**src/rtl/arbiter_4.sv**
```systemverilog
// Round-robin arbiter for four requesters with registered one-hot grants and
// encoded owner index. Define ARB_TIMEOUT_EN to add forced revocation after MAX_HOLD cycles.
module arbiter_4 #(
  parameter int MAX_HOLD = 8
) (
  input  logic clk,
  input  logic rst_n,
  input  logic req1,
  input  logic req2,
  input  logic req3,
  input  logic req4,
  output logic gnt1,
  output logic gnt2,
  output logic gnt3,
  output logic gnt4,
  output logic valid,
  output logic num1,
  output logic num2
);

  typedef enum logic {IDLE, GRANT} state_t;

  state_t     state, nxt_state;
  logic [1:0] owner, nxt_owner;
  logic [1:0] last, nxt_last;
  logic [3:0] gnt, nxt_gnt;
  logic       valid_q;
  logic [3:0] req, others, cand;
  logic [1:0] ptr;
  logic [2:0] win;
  logic       timeout_hit;
  logic       load_cnt;

  if (MAX_HOLD < 1 || MAX_HOLD > 255) begin : g_hold_range
    $error("arbiter_4: MAX_HOLD must be in 1..255");
  end

  assign req    = {req4, req3, req2, req1};
  assign others = req & ~(4'b0001 << owner);

  // {found, idx}: first candidate in order p+1, p+2, p+3, p. Scanning backwards
  // lets the earliest slot in rotation order overwrite later ones.
  function automatic logic [2:0] pick(input logic [1:0] p, input logic [3:0] c);
    logic [2:0] r;
    logic [1:0] i;
    r = '0;
    for (int k = 4; k >= 1; k--) begin
      i = p + 2'(k);
      if (c[i]) r = {1'b1, i};
    end
    return r;
  endfunction

  // One shared search: from `last` while idle, from the current owner (excluded) on handoff.
  assign ptr  = (state == IDLE) ? last : owner;
  assign cand = (state == IDLE) ? req  : others;
  assign win  = pick(ptr, cand);

`ifdef ARB_TIMEOUT_EN
  localparam logic [7:0] HOLD = 8'(MAX_HOLD);
  logic [7:0] cnt, nxt_cnt;

  assign timeout_hit = (cnt == HOLD) && (|others);

  always_comb begin
    nxt_cnt = cnt;
    if (nxt_state == IDLE)  nxt_cnt = 8'd0;
    else if (load_cnt)      nxt_cnt = 8'd1;
    else if (cnt != HOLD)   nxt_cnt = cnt + 8'd1;
  end

  always_ff @(posedge clk or negedge rst_n) begin
    if (!rst_n) cnt <= 8'd0;
    else        cnt <= nxt_cnt;
  end
`else
  assign timeout_hit = 1'b0;
`endif

  always_comb begin
    nxt_state = state;
    nxt_owner = owner;
    nxt_last  = last;
    nxt_gnt   = gnt;
    load_cnt  = 1'b0;
    case (state)
      IDLE: begin
        if (win[2]) begin
          nxt_state = GRANT;
          nxt_owner = win[1:0];
          nxt_gnt   = 4'b0001 << win[1:0];
          load_cnt  = 1'b1;
        end
      end
      GRANT: begin
        if (!req[owner] || timeout_hit) begin
          nxt_last = owner;
          if (win[2]) begin
            nxt_owner = win[1:0];
            nxt_gnt   = 4'b0001 << win[1:0];
            load_cnt  = 1'b1;
          end else begin
            nxt_state = IDLE;
            nxt_owner = 2'd0;
            nxt_gnt   = 4'b0000;
          end
        end
      end
      default: begin
        nxt_state = IDLE;
        nxt_owner = 2'd0;
        nxt_gnt   = 4'b0000;
      end
    endcase
  end

  always_ff @(posedge clk or negedge rst_n) begin
    if (!rst_n) begin
      state   <= IDLE;
      owner   <= 2'd0;
      last    <= 2'd3;
      gnt     <= 4'b0000;
      valid_q <= 1'b0;
    end else begin
      state   <= nxt_state;
      owner   <= nxt_owner;
      last    <= nxt_last;
      gnt     <= nxt_gnt;
      valid_q <= |nxt_gnt;
    end
  end

  assign {gnt4, gnt3, gnt2, gnt1} = gnt;
  assign valid                    = valid_q;
  assign {num1, num2}             = owner;

endmodule

```
**config.mk**
```make
export PLATFORM = sky130hd
export DESIGN_NAME = arbiter_4
export DESIGN_NICKNAME = d
export VERILOG_FILES = /design/src/rtl/arbiter_4.sv
export SDC_FILE = /design/constraint.sdc
export NUM_CORES = 1
export LEC_CHECK = 0
export ABC_AREA = 0
export CORE_MARGIN = 10
export CORE_UTILIZATION = 45
export CTS_CLUSTER_SIZE = 12
export DETAILED_ROUTE_END_ITERATION = 16
export HOLD_SLACK_MARGIN = 0.05
export PLACE_DENSITY = 0.73
export SYNTH_ARGS = -nofsm -noshare
export SYNTH_HDL_FRONTEND = slang
export SYNTH_SLANG_ARGS = --single-unit
```
**constraint.sdc**
```tcl
create_clock -name clk -period 4.4 [get_ports clk]
set_input_delay 1.32 -clock clk [delete_from_list [all_inputs] [get_ports clk]]
set_output_delay 1.32 -clock clk [all_outputs]
set_load 0.01 [all_outputs]
```
==> metrics.csv <==
stage,metric,value,unit
sta,rsz0062_at_grt,false,
yosys,ys_types,30,
floorplan,core_area,1490,um^2
power_and_ir_drop,ir_worst_vdd,412,uV
routing,routed_wl,1.50,mm
routing,ant_nets,0,
min_path,hp-class,register to register,
sta,hold_violations,0,
sta,tns,0,ps
clocking,hold_buffers,0,
placement,place_congestion,0.847,
sta,min_period,2850,ps
yosys,ys_warn_count,0,
clocking,clockBufferDepth,2,
yosys,ys_ff_latch,10,
cells_and_area,antenna_cells,0,
floorplan,num_rows,14,
sta,fin_worst_skew,5.57,ps
placement,port-buffer-count,12,
floorplan,ios,13,
global_route,grt_antenna_before_repair,0,
setup_path,worstSetupStartpointType,primary input,
floorplan,die_h,59.5,um
sta,slew_headroom,69.9,%
routing,wire_per_inst,15.5,um
sta,finalSetupViolCount,0,
run,cap_violations,0,
clocking,cts_tree,done,
routing,viasPerCell,5.92,
setup_path,crit_path_end_kind,register,
clocking,cts_resized,0,
placement,dp.cells,93,
yosys,synth_top_cell_area_share,28.5,%
run_status,run_status,"finished, final reports clean",
sta,worstMarginPinSlew,450,ps
setup_path,cp.required,4530,ps
power_and_ir_drop,p_total,611,uW
global_route,grt_pass1_vias,604,
cells_and_area,area_growth,21.0,%
sta,finalCritPeriodShare,64.9,%
yosys,yosysTopAreaCell,dfrtp_1,
sta,timing.fmax,350,MHz
cells_and_area,postLayoutCellArea,850,um^2
routing,dr.pass1.iters,4,
global_route,grt_first_pass_wirelength,2.64,mm
clocking,numCtsBuffers,3,
cells_and_area,final_cells,97,
cells_and_area,fin_nets,88,
yosys,syn_avg_cell_area,10.5,um^2
yosys,syn-cell-area,702,um^2
routing,drc,0,
clocking,postCtsSetupRepairBufs,0,
global_route,grt_usage,9.36,%
placement,place_hpwl,1.14,mm
setup_path,worstPathArrival,2990,ps
cells_and_area,drive_above_1_share,22.2,%
sta,finalMaxSlewViolations,0,
power_and_ir_drop,p_leak,0.348,nW
yosys,ys_seq_area_share,36.0,%
setup_path,critPathMaxFanout,6,
clocking,clock-sinks,10,
floorplan,die_area,3540,um^2
floorplan,dieWidth,59.5,um
routing,num_vias,574,
setup_path,crit_type,primary input to register,
clocking,clk_pin_slew,70,ps
clocking,clock_latency,260,ps
power_and_ir_drop,power_density,719,nW/um^2
clocking,cts_root_buf,clkbuf_4,
floorplan,initial_core_util,47.1,%
yosys,synthCells,67,
yosys,mappedNetlistNets,73,
routing,drtIter0Drc,10,
yosys,yosys-top-cells-area,"dfrtp_1 29%, mux2i_1 8.6%, dfstp_2 7.5%",
placement,placed_cell_area,823,um^2
global_route,gr-total-overflow,0,
global_route,grt_max_degree,13,
clocking,htreeDepth,1,
[area by class of cell]
type,instances,area [um^2]
Inverter,1,3.75
Multi-Input combinational cell,54,427
Sequential cell,10,253
Timing Repair Buffer,12,120
Fill cell,133,639
Clock buffer,4,26.3
Tap cell,16,20.0
[where the power goes]
group | internal (mW) | total, mW | switching [mW]
logic | 0.179 | 0.351 | 0.171
clock network | 0.0350 | 0.0656 | 0.0306
registers | 0.138 | 0.194 | 0.0559
total | 0.353 | 0.611 | 0.258
[kinds of logic (layout without fill, tap and decap cells)]
kind of cell    count (synthesis)  count (layout)  share of synthesized area (%)
simple gates                   24              24                           20.5
buf+inv                         3              17                           3.21
compound gates                 19              19                           23.4
mux                            11              11                           16.9
flops                          10              10                           36.0
[worst paths after layout]
path	startpoint	slack (ps)	endpoint	cells past startpoint
min in group asynchronous	rst_n	1370	gnt[0]	1
hold reg to reg	gnt[3]	530	valid	2
max in group asynchronous	rst_n	2690	last[0]	1
setup reg to reg	state	2260	gnt[0]	6
setup / recovery	req4	1550	gnt[3]	7
hold / removal	gnt[3]	530	valid	2
[sequential cells by signal, indices dropped and copies added (netlist names)]
name / count
gnt: 4
valid: 1
state: 1
last: 2
owner: 2
[metrics by stage]
step	hold slack [ps]	utilization, %	setup WS, ps
floorplan	529	-	1930
global placement	510	55.3	1300
detailed placement	511	55.3	1280
CTS	537	57.1	1550
global route	577	57.1	1420
finish	528	57.1	1550
[critical path, stage by stage]
cell and delay, ps:
clkdlybuf4s50_1 500, mux2i_1 230, o22a_2 220, nor3_1 70, a211o_1 290, a31oi_1 220, o21ai_0 140
[Yosys cell counts, drive strengths merged]
cell type	count
nand2	9
dfrtp	8
mux2i	7
o21ai	7
mux2	4
nor2	4
nand2b	3
a211oi	2
a21oi	2
a22o	2
a31oi	2
buf	2
dfstp	2
nand4	2
nor3	2
a211o	1
a31o	1
and2b	1
and3	1
and3b	1
inv	1
o22a	1
o41ai	1
or2b	1
[layer usage]
metal / wire length [um] / vias up / track usage (%)
met1: 690 / 278 / 11.4
met3: 108 / 2 / 5.36
met2: 684 / 15 / 13.8
li1: - / 279 / -
met4: 17 / 0 / 2.24
met5: 0 / - / 0
[layout by cell type, fill, tap and decap left out, drive strengths merged, types with 2 or more instances in the layout]
| cell | n |
|---|---|
| nand2 | 9 |
| nand2b | 3 |
| a21oi | 2 |
| mux2 | 4 |
| dfstp | 2 |
| clkbuf | 4 |
| dfrtp | 8 |
| nand4 | 2 |
| a211oi | 2 |
| mux2i | 7 |
| o21ai | 7 |
| a22o | 2 |
| nor3 | 2 |
| clkdlybuf4s50 | 12 |
| a31oi | 2 |
| nor2 | 4 |
No activity file was read; power rests on OpenSTA's default activity.
==> variant (same settings) <==
The option `ARB_TIMEOUT_EN` is turned on by a define.
--- a/src/rtl/arbiter_4.sv
+++ b/src/rtl/arbiter_4.sv
@@ -2,2 +2,4 @@
 // encoded owner index. Define ARB_TIMEOUT_EN to add forced revocation after MAX_HOLD cycles.
+`define ARB_TIMEOUT_EN
+
 module arbiter_4 #(
Behaviour: not the same (a bounded check fails within 10 cycles, from zero or initial values and one cycle with rst_n low).
==> variant against the unedited design <==
Fmax shrank 16%; critical endpoint is now last[1]; global-route usage grew 0.54 points; wire length up 73%; highest routed layer unchanged; cell count up 66%; sequential share of layout area rose by 2.7 points; final area up 65%; sequential cell count grew 8; synthesized cell count grew 84%; area after synthesis increased by 76%; total power is 43% higher; worst setup slack got worse by 550 ps.
==> variant: results (changes against the unedited design) <==
Synthesized Nets = 131 (+79%)
vias in the first global route = 980 (+62%)
Max FO, Critical Path = 11 (+5)
Synth cell types = 45 (+50%)
# nets final = 140 (+59%)
r2r endpoint = last[1]
max_slew headroom = 0.4849 (-0.2139)
Post-synth top cells = 16 x dfrtp_1, 11 x mux2i_1, 8 x nor2_1, 6 x inv_1, 6 x nand2_1
routability-driven placement congestion ratio = 0.9306 (+9.9%)
status = completed
sequential fraction of the synthesis area = 0.3664 (+0.006325)
WP data arrival = 3620 ps (+630 ps)
router iterations before antenna repair = 4 (unchanged)
via count = 992 (+73%)
FF-to-FF path depth = 5 (-1)
H-tree depth reported by CTS = 1 (unchanged)
reg2reg start = owner[0]
count leader, synth = dfrtp_1
post-route minimum period = 3405 ps (+550.6 ps)
detailed router's first-iteration violation count = 113 (+103)
Fillers = 217 (+63%)
async set or reset register ratio after synthesis = 1.000 (unchanged)
reg-to-reg slack, setup = 1980 ps (-280 ps)
worst min path class = register to register
diode count = 0 (unchanged)
GRT Total Usage = 0.09900 (+0.005356)
placed wire-length estimate = 2035 µm (+78%)
Syn Inst Count = 123 (+84%)
Regs by FF count = cnt (8), gnt (4)
Yosys warnings = 0 (unchanged)
gr ovfl total = 0 (unchanged)
Post-Layout Cell Count = 161 (+66%)
clk_skew = 3.081 ps (-2.484 ps)
clock slew at reported path FFs = 90 ps (+20 ps)
ratio of cells with drive above 1 in the final layout = 0.1603 (-0.06192)
CP max stage delay = 670 ps (+170 ps)
global-route wire length before repair = 4367 µm (+66%)
LEAKAGE = 0.6028 nW (+73%)
Synth area leaders = dfrtp_1 32%, mux2i_1 8.9%, mux2_2 4.6%
Slowest cell on crit path = or4b_2
WL/cell = 16.11 µm (+4.1%)
VDD IR max = 0.4326 mV (+4.9%)
CP top delay family = simple AND/OR/NAND/NOR gates
DP Worst Slack = 686.9 ps (-594.9 ps)
Clk Latency, worst-skew pair = 280 ps (+20 ps)
-- variant: where the power goes --
group	leakage [nW]	switching, mW	total (mW)	internal [mW]
Clock	0.0210	0.0462	0.0965	0.0503
Sequential	0.226	0.0980	0.321	0.223
Combinational	0.356	0.211	0.454	0.243
Total	0.603	0.356	0.872	0.516
-- variant: worst min path at each step --
| stage | cells past startpoint | slack, ps | to | start |
|---|---|---|---|---|
| after detailed placement | 1 | 510 | gnt[3] | gnt[3] |
| final | 1 | 540 | gnt[1] | gnt[1] |
| after floorplan | 2 | 510 | cnt[7] | cnt[7] |
| after CTS | 1 | 530 | gnt[3] | gnt[3] |
| after global routing | 1 | 550 | gnt[3] | gnt[3] |
| after global placement | 1 | 500 | gnt[3] | gnt[3] |
-- variant: final cells by class --
cell class / instances / area, µm² / area share
well taps: 30 / 37.54 / 0.02686
flip-flops and latches: 18 / 452.9 / 0.3241
multi-input cells: 91 / 728.2 / 0.5210
repair buffers: 12 / 120.1 / 0.08594
clock buffers: 4 / 36.28 / 0.02596
inverters: 6 / 22.52 / 0.01611
-- variant: per-layer routing --
layer / share of wire / routed length (µm) / GRT usage
met4: 0.011 / 28 / 0.04430
met2: 0.51 / 1329 / 0.1740
met1: 0.43 / 1125 / 0.1136
met5: 0 / 0 / 0
met3: 0.042 / 109 / 0.01769
-- variant: worst reg2reg max path: stages (launching register included) --
cell	delay [ps]
dfrtp_1	580
or4b_2	730
o22ai_1	310
o21a_1	230
nand2b_4	160
mux2_2	350
-- variant: kinds of logic after synthesis --
group	synth area share
AOI/OAI and AO/OA	0.1862
xor gates and xnor gates	0.04251
adders and majority gates	0.02024
buffers and inverters	0.04453
DFF	0.3664
muxes	0.1650
and+or+nand+nor	0.1751
